$ cat config.mk
export PLATFORM = sky130hd
export DESIGN_NAME = xor_train_ctrl
export DESIGN_NICKNAME = d
export VERILOG_FILES = /design/src/rtl/xor_train_ctrl.sv
export SDC_FILE = /design/constraint.sdc
export NUM_CORES = 1
export LEC_CHECK = 0
export BUFFER_PORTS_ARGS = -buffer_cell sky130_fd_sc_hd__buf_2
export CORE_AREA = 2 2 145 147
export CTS_CLUSTER_SIZE = 16
export DETAILED_ROUTE_END_ITERATION = 8
export DIE_AREA = 0 0 147 149
export PLACE_DENSITY_LB_ADDON = 0.05
export SYNTH_ARGS = -nofsm -noshare
export SYNTH_HDL_FRONTEND = slang
export SYNTH_SLANG_ARGS = --single-unit
export TNS_END_PERCENT = 100
$ cat constraint.sdc
create_clock -name iCLK -period 5 [get_ports iCLK]
set_input_delay 1 -clock iCLK [delete_from_list [all_inputs] [get_ports iCLK]]
set_output_delay 1 -clock iCLK [all_outputs]
set_load 0.1 [all_outputs]
$ cat src/rtl/xor_train_ctrl.sv
// Training sequencer and weight bank for the XOR perceptron: walks the four XOR patterns for EPOCHS passes.
// Optional macro XOR_TRAIN_NAN_GUARD_EN blocks Inf/NaN weight writes and raises a sticky oERR.
module xor_train_ctrl #(
  parameter int unsigned EPOCHS      = 1000,
  parameter int unsigned FWD_LATENCY = 30,
  parameter int unsigned UPD_LATENCY = 20,
  parameter logic [31:0] INIT_V0     = 32'h00000000,
  parameter logic [31:0] INIT_V1     = 32'h00000000,
  parameter logic [31:0] INIT_V2     = 32'h00000000,
  parameter logic [31:0] INIT_V12    = 32'h00000000
) (
  input  logic        iCLK,
  input  logic        iRST,
  input  logic        iSTART,
  input  logic [31:0] iNEW_V0,
  input  logic [31:0] iNEW_V1,
  input  logic [31:0] iNEW_V2,
  input  logic [31:0] iNEW_V12,
  output logic [31:0] oWEIGHT_V0,
  output logic [31:0] oWEIGHT_V1,
  output logic [31:0] oWEIGHT_V2,
  output logic [31:0] oWEIGHT_V12,
  output logic [31:0] oX1,
  output logic [31:0] oX2,
  output logic [31:0] oTEACH,
  output logic [1:0]  oPATTERN,
  output logic [15:0] oEPOCH,
  output logic        oBUSY,
  output logic        oUPDATE,
  output logic        oDONE,
  output logic        oERR
);

  localparam int unsigned MAX_LAT = (FWD_LATENCY > UPD_LATENCY) ? FWD_LATENCY : UPD_LATENCY;
  localparam int unsigned CNT_W   = (MAX_LAT < 2) ? 1 : $clog2(MAX_LAT);
  localparam logic [31:0] F_ONE   = 32'h3F800000;
  localparam logic [31:0] F_ZERO  = 32'h00000000;

  localparam logic [2:0] S_IDLE  = 3'd0;
  localparam logic [2:0] S_FWD   = 3'd1;
  localparam logic [2:0] S_UPD   = 3'd2;
  localparam logic [2:0] S_LATCH = 3'd3;
  localparam logic [2:0] S_DONE  = 3'd4;

  logic [2:0]       r_state, w_state_nxt;
  logic [CNT_W-1:0] r_wait,  w_wait_nxt;
  logic [1:0]       r_pattern, w_pattern_nxt;
  logic [15:0]      r_epoch, w_epoch_nxt;
  logic             w_latch;
  logic             w_start_ok;

  logic [31:0] r_v0, r_v1, r_v2, r_v12;
  logic [31:0] r_x1, r_x2, r_teach;
  logic        r_busy, r_update, r_done;
  logic        w_bad_v0, w_bad_v1, w_bad_v2, w_bad_v12;

  // State register
  always_ff @(posedge iCLK or posedge iRST) begin
    if (iRST) begin
      r_state   <= S_IDLE;
      r_wait    <= '0;
      r_pattern <= 2'd0;
      r_epoch   <= 16'd0;
    end else begin
      r_state   <= w_state_nxt;
      r_wait    <= w_wait_nxt;
      r_pattern <= w_pattern_nxt;
      r_epoch   <= w_epoch_nxt;
    end
  end

  assign w_start_ok = iSTART && ((r_state == S_IDLE) || (r_state == S_DONE));

  // Next-state logic: latency waits, pattern stepping, epoch counting
  always_comb begin
    w_state_nxt   = r_state;
    w_wait_nxt    = r_wait;
    w_pattern_nxt = r_pattern;
    w_epoch_nxt   = r_epoch;
    w_latch       = 1'b0;
    case (r_state)
      S_IDLE, S_DONE: begin
        if (iSTART) begin
          w_state_nxt   = S_FWD;
          w_wait_nxt    = '0;
          w_pattern_nxt = 2'd0;
          w_epoch_nxt   = 16'd0;
        end
      end
      S_FWD: begin
        if (r_wait == CNT_W'(FWD_LATENCY - 1)) begin
          w_state_nxt = S_UPD;
          w_wait_nxt  = '0;
        end else begin
          w_wait_nxt = r_wait + CNT_W'(1);
        end
      end
      S_UPD: begin
        if (r_wait == CNT_W'(UPD_LATENCY - 1)) begin
          w_state_nxt = S_LATCH;
          w_wait_nxt  = '0;
        end else begin
          w_wait_nxt = r_wait + CNT_W'(1);
        end
      end
      S_LATCH: begin
        w_latch    = 1'b1;
        w_wait_nxt = '0;
        if (r_pattern == 2'd3) begin
          w_pattern_nxt = 2'd0;
          w_epoch_nxt   = r_epoch + 16'd1;
          w_state_nxt   = ((r_epoch + 16'd1) == 16'(EPOCHS)) ? S_DONE : S_FWD;
        end else begin
          w_pattern_nxt = r_pattern + 2'd1;
          w_state_nxt   = S_FWD;
        end
      end
      default: begin
        w_state_nxt = S_IDLE;
        w_wait_nxt  = '0;
      end
    endcase
  end

  // Status flags and pattern decode, registered from the next state
  always_ff @(posedge iCLK or posedge iRST) begin
    if (iRST) begin
      r_busy   <= 1'b0;
      r_update <= 1'b0;
      r_done   <= 1'b0;
      r_x1     <= F_ZERO;
      r_x2     <= F_ZERO;
      r_teach  <= F_ZERO;
    end else begin
      r_busy   <= (w_state_nxt == S_FWD) || (w_state_nxt == S_UPD) || (w_state_nxt == S_LATCH);
      r_update <= (w_state_nxt == S_LATCH);
      r_done   <= (w_state_nxt == S_DONE);
      r_x1     <= w_pattern_nxt[1] ? F_ONE : F_ZERO;
      r_x2     <= w_pattern_nxt[0] ? F_ONE : F_ZERO;
      r_teach  <= (w_pattern_nxt[1] ^ w_pattern_nxt[0]) ? F_ONE : F_ZERO;
    end
  end

`ifdef XOR_TRAIN_NAN_GUARD_EN
  logic r_err;

  // Exponent all-ones means Inf or NaN
  assign w_bad_v0  = &iNEW_V0[30:23];
  assign w_bad_v1  = &iNEW_V1[30:23];
  assign w_bad_v2  = &iNEW_V2[30:23];
  assign w_bad_v12 = &iNEW_V12[30:23];

  always_ff @(posedge iCLK or posedge iRST) begin
    if (iRST) begin
      r_err <= 1'b0;
    end else if (w_start_ok) begin
      r_err <= 1'b0;
    end else if (w_latch && (w_bad_v0 || w_bad_v1 || w_bad_v2 || w_bad_v12)) begin
      r_err <= 1'b1;
    end
  end

  assign oERR = r_err;
`else
  assign w_bad_v0  = 1'b0;
  assign w_bad_v1  = 1'b0;
  assign w_bad_v2  = 1'b0;
  assign w_bad_v12 = 1'b0;
  assign oERR      = 1'b0;
`endif

  // Weight bank: written only in LATCH so weights hold across the FWD+UPD window
  always_ff @(posedge iCLK or posedge iRST) begin
    if (iRST) begin
      r_v0  <= INIT_V0;
      r_v1  <= INIT_V1;
      r_v2  <= INIT_V2;
      r_v12 <= INIT_V12;
    end else if (w_latch) begin
      if (!w_bad_v0)  r_v0  <= iNEW_V0;
      if (!w_bad_v1)  r_v1  <= iNEW_V1;
      if (!w_bad_v2)  r_v2  <= iNEW_V2;
      if (!w_bad_v12) r_v12 <= iNEW_V12;
    end
  end

  assign oWEIGHT_V0  = r_v0;
  assign oWEIGHT_V1  = r_v1;
  assign oWEIGHT_V2  = r_v2;
  assign oWEIGHT_V12 = r_v12;
  assign oX1         = r_x1;
  assign oX2         = r_x2;
  assign oTEACH      = r_teach;
  assign oPATTERN    = r_pattern;
  assign oEPOCH      = r_epoch;
  assign oBUSY       = r_busy;
  assign oUPDATE     = r_update;
  assign oDONE       = r_done;

endmodule

==> impl_metrics.csv <==
group,metric,value,unit
synth,synth_top_family_by_area,"simple AND/OR/NAND/NOR gates",
synth,yosys-top-cells-area,"dfrtp_1 54%, nand2_1 21%, buf_4 10%, o21ai_0 2.3%, clkbuf_1 1.6%",
sta,fin_crit_sh,0.523,
sta,tightest_slew,0.984,ns
routing,wirelength,20000,µm
pwr,p_sw_frac,0.292,
setup_path,startpoint_type,"register",
placed_design,gp_congestion,0.772,
cts,clock_sinks,158,
cts,postCtsHoldBufs,0,
synth,synth-compound-area-share,0.0576,
flow_run,maxCapViolations,0,
grt,grt_start_max_net_pins,90,
sta,skew,0.00911,ns
floorplan,die_h,149,µm
grt,antenna_found_initial,8,
routing,first_pass_iters,6,
synth,synthSimpleGateAreaFrac,0.261,
floorplan,boundaryPins,377,
synth,ys_ff_latch,158,
final_layout,finish.net_count,1235,
final_layout,drive_above_1_share,0.310,
synth,synth_top_area_cell,"dfrtp_1",
cts,cts_root_buffer,"clkbuf_16",
cts,cts_buffer_depth,2,
sta,rsz0062_at_grt,"false",
synth,synthMuxAreaShare,0,
routing,drc,0,
synth,synth_cells,838,
routing,antenna_left,0,
pwr,static-leakage-power,4.28,nW
routing,wl_per_cell,14.4,µm
synth,syn_area_per_cell,8.70,µm²
synth,synth.distinct_cells,42,
placed_design,dp_hpwl,13800,µm
grt,grt_pass1_wl,31300,µm
grt,gr-usage-all-layers,0.182,
synth,syn-cell-area,7290,µm²
sta,max-slew-margin-rel,0.344,
setup_path,crit_type,"register to register",
pwr,p_comb_frac,0.115,
pwr,pwr-share-clk,0.433,
routing,vias,6062,
synth,synth.top_cell.area_share,0.542,
cts,cts_resized,0,
routing,post_drt_via_cell_ratio,4.36,
cts,cts_buffers,17,
setup_path,endpoint_kind,"register",
floorplan,start_util,0.355,
sta,maxSlewViolCount,0,
synth,ys_seq_area_frac,0.542,
final_layout,area_delta_synth_final,24.9,%
pwr,power_frac_seq,0.453,
placed_design,port_buffers,300,
cts,clk-insertion-delay-late,0.42,ns
cts,htree_levels,4,
floorplan,die-area,21900,µm²
floorplan,core.rowCount,53,
sta,finalHoldViolCount,0,
routing,first_iter_violations,311,
pwr,vdd_drop_max,0.185,mV
synth,synth_xor_area_frac,0.00480,
final_layout,utilization,0.443,
cts,cts_tree,"yes",
setup_path,cp.arrival,2.90,ns
synth,synth-adder-area-share,0.00686,
setup_path,critPathRequiredTime,5.28,ns
pwr,switchingPower,0.000825,W
synth,yosys_warnings,0,
floorplan,die_w,147,µm
floorplan,core_area,20600,µm²
pwr,p_int,0.00200,W
sta,period_minus_slack,2.61,ns
setup_path,cp_max_fo,87,
sta,fin_tns_setup,0,ns
grt,grt_pass1_vias,5734,
pwr,power_density,310,nW/µm²
status,status,"completed",
sta,setup_viol,0,
grt,gr-total-overflow,0,
cts,postCtsSetupRepairBufs,0,
sta,fmax,0.383,GHz
cts,path_clk_slew,0.06,ns
worst_hold_path,min_path_type,"register to register",
cell usage in the layout (no fill, tap or decap), drive strengths merged, types with 2 or more instances in the layout:
cell type / n
and3: 2
a21oi: 12
o21ai: 33
clkinvlp: 7
and2: 3
nor3: 5
conb: 76
o31ai: 8
inv: 4
nor2: 12
nand3: 13
nand4: 7
clkbuf: 18
a31oi: 6
and4: 4
clkinv: 3
diode: 3
nor2b: 2
nand2b: 7
nor4: 3
nand2: 402
dfrtp: 158
a22o: 3
nand3b: 3
xor2: 3
buf: 304
o41ai: 2
ha: 4
layout make-up:
class / count / area, µm²
clock inverter: 13 / 116
antenna: 3 / 7.51
fill: 2118 / 11400
inverter: 2 / 11.3
tap: 275 / 344
clock buffer: 18 / 429
timing repair buffer: 304 / 1540
multi-input combinational: 617 / 2700
sequential: 158 / 3950
logic make-up (layout without fill, tap and decap cells):
kind of cell	Yosys count	after routing
compound gates	68	68
other cells	1	79
simple gates	465	465
flops	158	158
xor+xnor	4	4
buf+inv	138	337
fa+ha+maj	4	4
final timing paths:
kind                                     from             end  slack [ns]  cells past startpoint
worst max-delay path               r_state[1]      oEPOCH[11]        2.39                      5
worst min-delay path            oWEIGHT_V2[7]   oWEIGHT_V2[7]        0.47                      2
worst max register to register     r_state[1]      oEPOCH[11]        2.39                      5
worst min register to register  oWEIGHT_V2[7]   oWEIGHT_V2[7]        0.47                      2
max in group asynchronous                iRST   oWEIGHT_V2[8]        3.33                      3
min in group asynchronous                iRST  oWEIGHT_V0[23]        0.69                      2
cell usage after synthesis:
master	n
a31oi_1	6
buf_1	1
a2111oi_4	1
buf_6	4
dfrtp_1	158
o31ai_1	8
nand3b_1	3
a21oi_1	12
o21ai_0	33
nand4b_1	1
xnor2_1	1
a22oi_1	1
clkbuf_1	32
o41ai_1	2
nor4_4	1
and4_2	1
nand4_1	7
nand2_1	401
a22o_1	3
nand3_1	12
nand2_4	1
and3_1	1
xor2_1	3
ha_1	4
and3_2	1
inv_1	2
buf_4	97
nand3_2	1
and2_1	2
nor4bb_1	1
and2_2	1
nor3_1	5
and4_1	3
nor2_1	12
clkdlybuf4s25_2	1
clkbuf_8	1
nor2b_1	2
o211ai_2	1
conb_1	1
nor4_1	2
o22ai_1	1
nand2b_1	7
metal layers:
| layer | share of wire | vias to the layer above | GRT usage |
|---|---|---|---|
| met2 | 0.46 | 221 | 0.276 |
| met1 | 0.42 | 2805 | 0.230 |
| met3 | 0.10 | 26 | 0.0850 |
| li1 | - | 3004 | - |
| met5 | 0.0019 | - | 0 |
| met4 | 0.018 | 6 | 0.0587 |
power by group through the flow:
| stage | clock network, W | registers [W] | logic, W |
|---|---|---|---|
| 2_1_floorplan | 0 | 0.00130 | 0.000313 |
| 3_3_place_gp | 0 | 0.00130 | 0.000327 |
| 3_5_place_dp | 0 | 0.00130 | 0.000326 |
| 4_1_cts | 0.00127 | 0.00128 | 0.000327 |
| 5_1_grt | 0.00132 | 0.00128 | 0.000340 |
| 6_report | 0.00122 | 0.00128 | 0.000325 |
sequential cells by signal, summed over array words and instances, names as in the netlist:
signal / count
oUPDATE: 1
oTEACH: 1
oDONE: 1
r_state: 3
oBUSY: 1
oWEIGHT_V2: 32
oEPOCH: 16
r_wait: 5
oPATTERN: 1
oX1: 1
oWEIGHT_V12: 32
oWEIGHT_V0: 32
oWEIGHT_V1: 32
worst max-delay path, stage by stage (launching register included):
cell	delay, ns
dfrtp_1	0.45
nor2b_1	0.33
and2_4	0.82
a22oi_1	0.51
o21ai_0	0.26
o21ai_0	0.11
stage by stage:
stage               instances  setup WS [ns]  hold slack (ns)  power [W]  cell area, µm²
finish                   1390           2.39            0.466    0.00282            9110
global route             1387           2.00            0.484    0.00294            9100
CTS                      1387           2.31            0.472    0.00287            9100
detailed placement       1356           2.32            0.457    0.00163            8560
global placement         1356           2.33            0.454    0.00163            8560
floorplan                 913           2.00            0.452    0.00162            7580
Power figures use the tool's default switching activity.
